`src/rtl/pll_phase_step_ctrl.sv`:
```
// Initiator for the PLL dynamic-phase-shift port: steps one counter N times,
// pacing each step on the PLL's phase_done handshake, in the scanclk domain.
module pll_phase_step_ctrl #(
  parameter int PULSE_CYCLES   = 2,
  parameter int TIMEOUT_CYCLES = 1023,
  parameter int STEP_W         = 8,
  parameter int SYNC_STAGES    = 2
) (
  input  logic              scanclk,
  input  logic              rst_n,
  input  logic              cmd_valid,
  output logic              cmd_ready,
  input  logic [4:0]        cmd_cntsel,
  input  logic              cmd_updn,
  input  logic [STEP_W-1:0] cmd_steps,
  input  logic              pll_locked,
  output logic              phase_en,
  output logic              updn,
  output logic [4:0]        cntsel,
  input  logic              phase_done,
  output logic              busy,
  output logic              done,
  output logic              error,
  output logic [STEP_W-1:0] steps_done,
  output logic [2:0]        state_dbg
);

  localparam int TMAX = (TIMEOUT_CYCLES > PULSE_CYCLES) ? TIMEOUT_CYCLES : PULSE_CYCLES;
  localparam int TW   = $clog2(TMAX + 1);
  localparam logic [TW-1:0] PULSE_LAST   = TW'(PULSE_CYCLES - 1);
  localparam logic [TW-1:0] TIMEOUT_LAST = TW'(TIMEOUT_CYCLES - 1);

  typedef enum logic [2:0] {
    S_IDLE      = 3'd0,
    S_SETUP     = 3'd1,
    S_PULSE     = 3'd2,
    S_WAIT_LOW  = 3'd3,
    S_WAIT_HIGH = 3'd4,
    S_DONE      = 3'd5
  } state_t;

  // Reset asserts asynchronously and releases on a clock edge.
  logic [1:0] rst_sync;
  logic       rst_int_n;

  always_ff @(posedge scanclk or negedge rst_n) begin
    if (!rst_n) rst_sync <= 2'b00;
    else        rst_sync <= {rst_sync[0], 1'b1};
  end

  assign rst_int_n = rst_sync[1];

  // phase_done idles high, so its synchroniser resets high to avoid a false edge.
  logic [SYNC_STAGES-1:0] phase_done_sync;
  logic [SYNC_STAGES-1:0] locked_sync;
  logic                   phase_done_s;
  logic                   locked_s;

  always_ff @(posedge scanclk or negedge rst_int_n) begin
    if (!rst_int_n) begin
      phase_done_sync <= '1;
      locked_sync     <= '0;
    end else begin
      phase_done_sync <= {phase_done_sync[SYNC_STAGES-2:0], phase_done};
      locked_sync     <= {locked_sync[SYNC_STAGES-2:0], pll_locked};
    end
  end

  assign phase_done_s = phase_done_sync[SYNC_STAGES-1];
  assign locked_s     = locked_sync[SYNC_STAGES-1];

  state_t              state_q, state_d;
  logic [TW-1:0]       timer_q, timer_d;
  logic [STEP_W-1:0]   count_q;
  logic [STEP_W-1:0]   steps_done_q;
  logic [4:0]          cntsel_q;
  logic                updn_q;
  logic                error_q;
  logic                phase_en_q;
  logic                accept;
  logic                set_error;
  logic                step_inc;
  logic                active;

  assign cmd_ready = rst_int_n && (state_q == S_IDLE);
  assign accept    = cmd_valid && cmd_ready;
  assign active    = (state_q == S_SETUP) || (state_q == S_PULSE) ||
                     (state_q == S_WAIT_LOW) || (state_q == S_WAIT_HIGH);

  always_ff @(posedge scanclk or negedge rst_int_n) begin
    if (!rst_int_n) state_q <= S_IDLE;
    else            state_q <= state_d;
  end

  always_comb begin
    state_d   = state_q;
    set_error = 1'b0;
    step_inc  = 1'b0;
    if (active && !locked_s) begin
      state_d   = S_DONE;
      set_error = 1'b1;
    end else begin
      case (state_q)
        S_IDLE: begin
          if (accept) begin
            if ((cmd_cntsel > 5'd19) || !locked_s) begin
              state_d   = S_DONE;
              set_error = 1'b1;
            end else if (cmd_steps == '0) begin
              state_d = S_DONE;
            end else begin
              state_d = S_SETUP;
            end
          end
        end
        S_SETUP: state_d = S_PULSE;
        S_PULSE: begin
          if (timer_q == PULSE_LAST) state_d = S_WAIT_LOW;
        end
        S_WAIT_LOW: begin
          if (!phase_done_s) begin
            state_d = S_WAIT_HIGH;
          end else if (timer_q == TIMEOUT_LAST) begin
            state_d   = S_DONE;
            set_error = 1'b1;
          end
        end
        S_WAIT_HIGH: begin
          if (phase_done_s) begin
            step_inc = 1'b1;
            state_d  = (steps_done_q == count_q - STEP_W'(1)) ? S_DONE : S_SETUP;
          end else if (timer_q == TIMEOUT_LAST) begin
            state_d   = S_DONE;
            set_error = 1'b1;
          end
        end
        S_DONE:  state_d = S_IDLE;
        default: state_d = S_IDLE;
      endcase
    end
  end

  // One timer serves the pulse width and both handshake timeouts; it restarts on every state change.
  always_comb begin
    timer_d = timer_q + TW'(1);
    if ((state_d != state_q) || (state_q == S_IDLE)) timer_d = '0;
  end

  always_ff @(posedge scanclk or negedge rst_int_n) begin
    if (!rst_int_n) begin
      timer_q      <= '0;
      count_q      <= '0;
      steps_done_q <= '0;
      cntsel_q     <= '0;
      updn_q       <= 1'b0;
      error_q      <= 1'b0;
      phase_en_q   <= 1'b0;
    end else begin
      timer_q    <= timer_d;
      phase_en_q <= (state_d == S_PULSE);
      if (accept) begin
        cntsel_q     <= cmd_cntsel;
        updn_q       <= cmd_updn;
        count_q      <= cmd_steps;
        steps_done_q <= '0;
        error_q      <= set_error;
      end else begin
        if (set_error) error_q <= 1'b1;
        if (step_inc && (steps_done_q != count_q)) steps_done_q <= steps_done_q + STEP_W'(1);
      end
    end
  end

  assign phase_en   = phase_en_q;
  assign updn       = updn_q;
  assign cntsel     = cntsel_q;
  assign busy       = (state_q != S_IDLE);
  assign done       = (state_q == S_DONE);
  assign error      = error_q;
  assign steps_done = steps_done_q;
  assign state_dbg  = state_q;

endmodule

```
`config.mk`:
```
export PLATFORM = sky130hd
export DESIGN_NAME = pll_phase_step_ctrl
export DESIGN_NICKNAME = d
export VERILOG_FILES = /design/src/rtl/pll_phase_step_ctrl.sv
export SDC_FILE = /design/constraint.sdc
export NUM_CORES = 1
export LEC_CHECK = 0
export CORE_AREA = 2 2 68 70
export DETAILED_ROUTE_END_ITERATION = 12
export DIE_AREA = 0 0 70 72
export DONT_BUFFER_PORTS = 1
export PLACE_DENSITY = 0.73
export SYNTH_ARGS = -nofsm -noshare
export SYNTH_HDL_FRONTEND = slang
export SYNTH_SLANG_ARGS = --single-unit
```
`constraint.sdc`:
```
create_clock -name scanclk -period 2.6 [get_ports scanclk]
set_clock_uncertainty 0.2 [all_clocks]
set_input_delay 0.65 -clock scanclk [delete_from_list [all_inputs] [get_ports scanclk]]
set_output_delay 0.65 -clock scanclk [all_outputs]
set_load 0.05 [all_outputs]
```
==> results of run 1 <==
-- kinds of logic (layout without fill, tap and decap cells) --
logic type      after synthesis  after routing  share of synthesized area, %
compound gates               35             35                          11.5
xor+xnor                     28             28                          9.92
fa+ha+maj                     5              5                          2.53
buf+inv                      20             48                          3.95
flops                        43             43                          43.6
mux                          13             13                          5.87
other cells                   1              1                         0.152
simple gates                 97             97                          22.4
-- cells in the final DEF, fill, tap and decap left out, types with 4 or more instances in the layout --
cell type	n
o21ai_2	9
o21ai_1	5
ha_1	5
mux2_1	6
buf_12	4
nor3_1	7
mux2_2	6
nand3_1	20
xnor2_1	18
buf_4	28
nand4_1	15
inv_1	7
nand2_1	11
nor2_1	13
nor4_1	4
clkbuf_8	5
xor2_1	10
dfrtp_1	40
-- through the flow --
stage | TNS (ps) | instance area [sq um] | cells | power [mW] | utilization [%]
2_1_floorplan | 0 | 2480 | 242 | 2.52 | -
3_3_place_gp | -1140 | 2730 | 311 | 3.00 | 64.1
3_5_place_dp | -2290 | 2730 | 311 | 3.05 | 64.1
4_1_cts | 0 | 2840 | 320 | 3.50 | 66.5
5_1_grt | 0 | 2880 | 322 | 3.81 | 67.5
6_report | 0 | 2880 | 322 | 3.60 | 67.5
-- Yosys cell counts (4+ instances only) --
library cell,number
o21ai_2,9
xor2_1,10
nor2_1,15
o21ai_1,5
inv_1,7
nand4_1,15
dfrtp_1,41
xnor2_1,18
clkbuf_1,4
buf_2,6
nand3_1,20
nor4_1,4
mux2_2,6
nand2_1,11
mux2_1,6
ha_1,5
nor3_1,7
-- cell type report --
| class | instances | area share, % |
|---|---|---|
| timing repair buffer | 33 | 10.4 |
| sequential | 43 | 37.5 |
| clock inverter | 2 | 0.435 |
| multi-input combinational | 179 | 45.9 |
| clock buffer | 6 | 2.52 |
| inverter | 7 | 0.913 |
| tap | 52 | 2.26 |
-- worst max-delay path, stage by stage (launching register included) --
cell and delay (ps):
dfrtp_1 390, buf_4 220, or3_4 420, nor2_2 140, buf_12 150
-- registers in the layout, summed over array words and instances, names as in the netlist --
| register | flops |
|---|---|
| phase_en | 1 |
| error | 1 |
| timer_q | 10 |
| phase_done_sync | 2 |
| steps_done | 8 |
| locked_sync | 2 |
| updn | 1 |
| state_dbg | 3 |
| rst_sync | 2 |
| count_q | 8 |
| cntsel | 5 |
-- how the worst max path moves through the flow --
stage	from	end	depth (start not counted)
2_1_floorplan	state_dbg[1]$_DFF_PN0_	cmd_ready	3
3_3_place_gp	count_q[1]$_DFFE_PN0P_	timer_q[9]$_DFF_PN0_	6
3_5_place_dp	count_q[0]$_DFFE_PN0P_	timer_q[9]$_DFF_PN0_	8
4_1_cts	count_q[0]$_DFFE_PN0P_	timer_q[9]$_DFF_PN0_	8
5_1_grt	timer_q[0]$_DFF_PN0_	timer_q[9]$_DFF_PN0_	9
6_report	state_dbg[1]$_DFF_PN0_	cmd_ready	4
-- routing by layer --
| metal | share of wire, % | track usage (%) | routed length, um |
|---|---|---|---|
| met1 | 47 | 33.4 | 2590 |
| met2 | 45 | 36.8 | 2480 |
| met5 | 0 | 0 | 0 |
| met3 | 6.4 | 5.97 | 355 |
| met4 | 1.7 | 9.62 | 96 |
-- power breakdown --
part           internal, mW  total (mW)  switching (mW)  leakage [nW]
registers             0.852        1.20           0.349         0.543
clock network         0.188       0.420           0.232        0.0412
logic                 0.807        1.98            1.18         0.610
-- timing repair --
action / 4_1_cts / 5_1_grt
resized for setup: 1 / 0
pin swaps: 0 / 2
endpoints found under the setup margin: 11 / 10
hold buffers: 1 / 0
hold endpoints to repair: 2 / 0
buffers inserted: 0 / 2
==> results.sh, run 1 <==
export IMPL_status="finished, final reports clean"
export IMPL_drt_vias_per_instance=6.12
export IMPL_grt_max_degree=42
export IMPL_initial_core_util_pct=58.0
export IMPL_antenna_found_initial=0
export IMPL_fin_crit_ps=2470
export IMPL_grt_total_usage_pct=24.1
export IMPL_cts_sinks=43
export IMPL_critical_path_peak_fanout=10
export IMPL_max_slew_margin_pct=65.8
export IMPL_multi_input_area_sq_mm=0.00132
export IMPL_hold_depth=0
export IMPL_grt_pass1_vias=1965
export IMPL_die_area_sq_mm=0.00504
export IMPL_holdPathEnd="phase_done_sync[0]$_DFF_PN1_"
export IMPL_wirelength_mm=5.52
export IMPL_hold_violations=0
export IMPL_reg2reg_slack_ps=140
export IMPL_nets=293
export IMPL_fp_row_count=24
export IMPL_diodes=0
export IMPL_num_fill_cells=341
export IMPL_critical_path_arrival_ps=1620
export IMPL_synth_seq_cells=43
export IMPL_cts_htree_levels=2
export IMPL_seq_area_frac_synth_pct=43.6
export IMPL_synth_nets=266
export IMPL_synthCells=242
export IMPL_ir_worst_vdd_v=0.000819
export IMPL_finalSetupViolations=0
export IMPL_antenna_left=0
export IMPL_clk_pin_slew_ps=80
export IMPL_hpwl_mm=3.97
export IMPL_yosysTopAreaCell="dfrtp_1"
export IMPL_hold_start="phase_done"
export IMPL_area_sequential_sq_mm=0.00108
export IMPL_fp_dieH_um=72
export IMPL_end_kind="output pin"
export IMPL_area_growth_pct=16.3
export IMPL_finalCritPeriodShare_pct=94.9
export IMPL_syn_area_sq_mm=0.00247
export IMPL_drive_above_1_share_pct=26.3
export IMPL_grt_overflow_total=0
export IMPL_reg2reg_depth=9
export IMPL_p_per_area_mw_per_mm2=1250
export IMPL_port_buffers=0
export IMPL_ys_flop_type="dfrtp_1"
export IMPL_rsz0062_at_grt="false"
export IMPL_cts_buffer_depth=2
export IMPL_syn_avg_cell_area_sq_um=10.2
export IMPL_yosysTopAreaCellShare_pct=41.5
export IMPL_clk_latency_ps=300
export IMPL_hold_path_class="input port to flip-flop"
export IMPL_grt_pass1_wl_mm=9.49
export IMPL_coreArea_sq_mm=0.00426
export IMPL_synth_area_top_cells="dfrtp_1, xnor2_1, nand3_1, nand4_1, xor2_1"
export IMPL_required_ps=1750
export IMPL_fmax_mhz=405
export IMPL_r2r_start="timer_q[0]$_DFF_PN0_"
export IMPL_startpoint_type="flip-flop"
export IMPL_dr_pass1_iters=4
export IMPL_synth_edf_count=0
export IMPL_numCtsBuffers=5
export IMPL_critical_path_class="flip-flop to output pin"
export IMPL_cts_tree="built"
export IMPL_vias=1970
export IMPL_pre_cts_ws_ps=-286
export IMPL_fin_ws_ps=133
export IMPL_reg2reg_to="timer_q[1]$_DFF_PN0_"
export IMPL_holdWs_ps=145
export IMPL_wl_per_cell_um=17.2
export IMPL_worst_pin_slew_ps=513
export IMPL_cts_root_buf="clkbuf_8"
export IMPL_drv_slew=0
export IMPL_die_w_um=70
export IMPL_gp_congestion=0.860
export IMPL_drc=0
export IMPL_p_leak_nw=1.19
export IMPL_drt_iter0_markers=129
export IMPL_maxCapViolCount=0
export IMPL_synth_cell_types=53
export IMPL_ys_warn_count=0
export IMPL_ys_async_sr_fraction_pct=100
export IMPL_io_pins=41
(Power assumes the default switching activity.)
==> inputs of run 2 (changes only) <==
BUFFER_PORTS_ARGS = -buffer_cell sky130_fd_sc_hd__buf_2   (was unset)
CORE_AREA = 2 2 80 63   (was 2 2 68 70)
DIE_AREA = 0 0 82 65   (was 0 0 70 72)
DONT_BUFFER_PORTS = unset   (was 1)
PLACE_DENSITY = 0.78   (was 0.73)
==> run 2 against run 1 <==
Final area up 4.7%; largest power group unchanged; clock power up 7.9%; cell count rose by 12%; flip-flop and latch count did not move; via count grew 5.3%; register-to-register slack better by 70 ps; critical endpoint unchanged.
==> results.sh, run 2 (synthesized netlist as in run 1, its figures left out) <==
export IMPL_die_area_sq_mm=0.00533
export IMPL_rsz0062_at_grt="false"
export IMPL_end_kind="output pin"
export IMPL_grt_pass1_vias=2030
export IMPL_nets=325
export IMPL_clk_latency_ps=290
export IMPL_drive_above_1_share_pct=34.4
export IMPL_die_w_um=82
export IMPL_fin_cells=362
export IMPL_critical_path_class="flip-flop to output pin"
export IMPL_gp_congestion=0.871
export IMPL_num_fill_cells=365
export IMPL_hold_path_class="flip-flop to async pin"
export IMPL_maxCapViolCount=0
export IMPL_io_pins=41
export IMPL_numCtsBuffers=5
export IMPL_grt_overflow_total=0
export IMPL_ir_worst_vdd_v=0.000898
export IMPL_p_per_area_mw_per_mm2=1210
export IMPL_critical_path_peak_fanout=10
export IMPL_antenna_found_initial=0
export IMPL_cts_htree_levels=2
export IMPL_status="finished, final reports clean"
export IMPL_grt_pass1_wl_mm=9.72
export IMPL_dp_cells=351
export IMPL_coreArea_sq_mm=0.00462
export IMPL_hpwl_mm=4.06
export IMPL_fmax_mhz=412
export IMPL_p_leak_nw=1.32
export IMPL_hold_violations=0
export IMPL_fp_row_count=22
export IMPL_largest_reg_flops=10
export IMPL_antenna_left=0
export IMPL_mostFrequentLayoutCells="buf_2, dfrtp_1, buf_4"
export IMPL_regMostFlops="timer_q"
export IMPL_area_sequential_sq_mm=0.00108
export IMPL_clk_pin_slew_ps=90
export IMPL_grt_max_degree=32
export IMPL_finalSetupViolations=0
export IMPL_cts_root_buf="clkbuf_8"
export IMPL_dr_pass1_iters=4
export IMPL_fin_ws_ps=170
export IMPL_drt_vias_per_instance=5.73
export IMPL_wl_per_cell_um=15.4
export IMPL_fp_dieH_um=65
export IMPL_fin_crit_ps=2430
export IMPL_initial_core_util_pct=53.5
export IMPL_startpoint_type="flip-flop"
export IMPL_multi_input_area_sq_mm=0.00132
export IMPL_area_growth_pct=21.9
export IMPL_utilization_pct=65.2
export IMPL_required_ps=1750
export IMPL_wirelength_mm=5.58
export IMPL_cts_tree="built"
export IMPL_grt_total_usage_pct=24.0
export IMPL_cts_buffer_depth=2
export IMPL_vias=2074
export IMPL_drv_slew=0
export IMPL_diodes=0
export IMPL_mostFrequentLayoutCell="buf_2"
export IMPL_port_buffers=40
export IMPL_drc=0
export IMPL_critical_path_arrival_ps=1580
export IMPL_pre_cts_ws_ps=-275
export IMPL_cts_sinks=43
export IMPL_drt_iter0_markers=137
export IMPL_finalCritPeriodShare_pct=93.5
## run 2: cell count changes in the layout (fill, tap and decap cells not counted), sizes merged
| cell | previous run | this run |
|---|---|---|
| clkbuf | 6 | 7 |
| clkinvlp | 1 | 0 |
| inv | 7 | 8 |
| clkinv | 1 | 0 |
| buf | 32 | 64 |
## run 2: power by group
group	switching, mW	internal (mW)	total, mW
clock network	0.233	0.220	0.453
logic	1.38	0.816	2.19
registers	0.153	0.855	1.01
total	1.77	1.89	3.66
## run 2: critical path, cell delays in order (launching register included)
cell     delay [ps]
dfrtp_1         380
buf_4           170
or3_4           400
nor2_2           80
buf_2           260
## run 2: per-stage QoR
stage / power [mW] / setup TNS (ps) / area [sq um] / hold WS, ps
floorplan: 2.52 / 0 / 2480 / 124
global placement: 3.01 / -1410 / 2860 / 40.3
detailed placement: 3.07 / -2140 / 2860 / 38.8
CTS: 3.55 / 0 / 2970 / 44.5
global route: 3.89 / 0 / 3010 / 62.3
finish: 3.66 / 0 / 3010 / 42.0
## run 2: area by class of cell
class / instances / share of cell area [%]
Clock buffer: 7 / 2.87
Multi-Input combinational cell: 179 / 43.8
Clock inverter: 1 / 0.291
Tap cell: 60 / 2.49
Inverter: 7 / 0.872
Timing Repair Buffer: 65 / 13.8
Sequential cell: 43 / 35.9
## run 2: final timing paths
path | from | to | slack (ps) | cells past startpoint
max | state_dbg[1]$_DFF_PN0_ | cmd_ready | 170 | 4
min in group scanclk | locked_sync[0]$_DFF_PN0_ | locked_sync[1]$_DFF_PN0_ | 150 | 0
max in group asynchronous | rst_sync[1]$_DFF_PN0_ | phase_done_sync[0]$_DFF_PN1_ | 1500 | 2
max reg2reg | timer_q[0]$_DFF_PN0_ | timer_q[9]$_DFF_PN0_ | 210 | 9
min reg2reg | rst_sync[1]$_DFF_PN0_ | phase_en$_DFF_PN0_ | 40 | 1
min | rst_sync[1]$_DFF_PN0_ | phase_en$_DFF_PN0_ | 40 | 1
## run 2: timing repair
action | in CTS | in global routing
pin swaps | 0 | 2
setup buffers | 0 | 2
hold buffers | 1 | 0
gates resized for setup | 1 | 1
setup endpoints to repair | 11 | 11
hold endpoints to repair | 2 | 0
## run 2: per-layer routing
metal | up-vias | GRT usage (%) | share of wire [%]
met4 | 0 | 6.88 | 1.4
met3 | 11 | 5.15 | 6.5
met2 | 62 | 34.7 | 44
met5 | - | 0 | 0
li1 | 1004 | - | -
met1 | 997 | 36.0 | 48
==> inputs of run 3 (changes only) <==
RECOVER_POWER = 100   (was unset)
==> run 3 against run 2 <==
Setup slack lost 21 ps; cell count is the same; largest power group unchanged; sequential share of layout area grew 0.48 points; critical path depth is the same; sequential power is essentially flat; final area shrank 1.3%.
==> results.sh, run 3 (synthesized netlist as in run 1, its figures left out) <==
export IMPL_largest_reg_flops=10
export IMPL_coreArea_sq_mm=0.00462
export IMPL_finalSetupViolations=0
export IMPL_ir_worst_vdd_v=0.000887
export IMPL_rsz0062_at_grt="false"
export IMPL_drc=0
export IMPL_cts_tree="built"
export IMPL_finalCritPeriodShare_pct=94.3
export IMPL_cp_top_family="simple AND/OR/NAND/NOR gates"
export IMPL_grt_overflow_total=0
export IMPL_gp_congestion=0.871
export IMPL_hold_path_class="flip-flop to async pin"
export IMPL_startpoint_type="flip-flop"
export IMPL_reg2reg_to="timer_q[4]$_DFF_PN0_"
export IMPL_finalSetupTns_ps=0
export IMPL_critical_path_peak_fanout=10
export IMPL_max_slew_margin_pct=46.8
export IMPL_vias=2091
export IMPL_worst_pin_slew_ps=798
export IMPL_port_buffers=40
export IMPL_required_ps=1750
export IMPL_r2r_start="timer_q[0]$_DFF_PN0_"
export IMPL_utilization_pct=64.3
export IMPL_end_kind="output pin"
export IMPL_nets=325
export IMPL_hpwl_mm=4.06
export IMPL_io_pins=41
export IMPL_holdWs_ps=41.8
export IMPL_wl_per_cell_um=15.4
export IMPL_drv_slew=0
export IMPL_fmax_mhz=408
export IMPL_critical_path_class="flip-flop to output pin"
export IMPL_cts_htree_levels=2
export IMPL_place_area_sq_mm=0.00286
export IMPL_antenna_found_initial=0
export IMPL_clk_latency_ps=290
export IMPL_die_w_um=82
export IMPL_fp_row_count=22
export IMPL_crit_start="state_dbg[1]$_DFF_PN0_"
export IMPL_dr_pass1_iters=4
export IMPL_reg2reg_depth=9
export IMPL_finalInstanceArea_sq_mm=0.00297
export IMPL_clk_pin_slew_ps=80
export IMPL_fp_dieH_um=65
export IMPL_diodes=0
export IMPL_die_area_sq_mm=0.00533
export IMPL_cts_buffer_depth=2
export IMPL_cpPeakStageDelay_ps=400
export IMPL_reg2reg_slack_ps=190
export IMPL_antenna_left=0
export IMPL_fin_crit_ps=2450
export IMPL_cts_sinks=43
export IMPL_mostFrequentLayoutCell="dfrtp_1"
export IMPL_grt_pass1_vias=2030
export IMPL_mostFrequentLayoutCells="dfrtp_1, clkbuf_1, nand3_1"
export IMPL_num_fill_cells=387
export IMPL_maxCapViolCount=0
export IMPL_initial_core_util_pct=53.5
export IMPL_numCtsBuffers=5
export IMPL_status="finished, final reports clean"
export IMPL_cts_root_buf="clkbuf_8"
export IMPL_wirelength_mm=5.57
export IMPL_cp_cell_sequence="buf_4 > or3_4 > nor2_2 > clkbuf_2"
export IMPL_drt_vias_per_instance=5.78
export IMPL_grt_total_usage_pct=24.0
export IMPL_drive_above_1_share_pct=26.8
export IMPL_p_leak_nw=1.25
export IMPL_p_per_area_mw_per_mm2=1210
export IMPL_slowest_stage="or3_4"
export IMPL_regMostFlops="timer_q"
export IMPL_grt_max_degree=32
export IMPL_grt_pass1_wl_mm=9.72
export IMPL_area_growth_pct=20.2
export IMPL_path_buf_inv=2
export IMPL_critical_path_arrival_ps=1600
export IMPL_drt_iter0_markers=161
export IMPL_hold_violations=0
-- run 3: layer usage --
layer / share of wire [%] / GRT usage [%] / vias up
met5: 0 / 0 / -
met4: 1.1 / 6.88 / 0
met3: 7.5 / 5.15 / 7
met2: 44 / 34.7 / 77
met1: 48 / 36.0 / 1000
li1: - / - / 1007
-- run 3: worst max-delay path by stage --
stage | end | slack (ps) | depth (start not counted)
2_1_floorplan | cmd_ready | 40 | 3
3_3_place_gp | timer_q[9]$_DFF_PN0_ | -180 | 6
3_5_place_dp | timer_q[9]$_DFF_PN0_ | -270 | 6
4_1_cts | timer_q[9]$_DFF_PN0_ | 90 | 8
5_1_grt | timer_q[3]$_DFF_PN0_ | 50 | 7
6_report | cmd_ready | 150 | 4
-- run 3: metrics by stage --
stage | setup slack, ps | total power [mW] | cells
final | 149 | 3.60 | 362
after global routing | 45.2 | 3.85 | 362
after CTS | 87.4 | 3.55 | 360
after detailed placement | -275 | 3.07 | 351
after global placement | -183 | 3.01 | 351
after floorplan | 35.8 | 2.52 | 242
-- run 3: repair_timing --
item,in CTS,in global routing
setup endpoints to repair,11,11
hold endpoints to repair,2,0
pin swaps,0,2
hold buffers,1,0
setup buffers,0,2
resized for setup,1,1
-- run 3: where the power goes --
| part | total [mW] | internal, mW | switching, mW |
|---|---|---|---|
| sequential | 1.01 | 0.855 | 0.154 |
| clock | 0.449 | 0.220 | 0.229 |
| combinational | 2.14 | 0.770 | 1.37 |
| total | 3.60 | 1.85 | 1.76 |
-- run 3: final cells by class --
class                           count  area [sq um]  area share, %
Clock buffer                        7          86.3           2.90
Clock inverter                      1          8.76          0.295
Timing Repair Buffer               65           382           12.8
Sequential cell                    43          1080           36.4
Multi-Input combinational cell    179          1310           44.2
Inverter                            7          26.3          0.884
Tap cell                           60          75.1           2.53
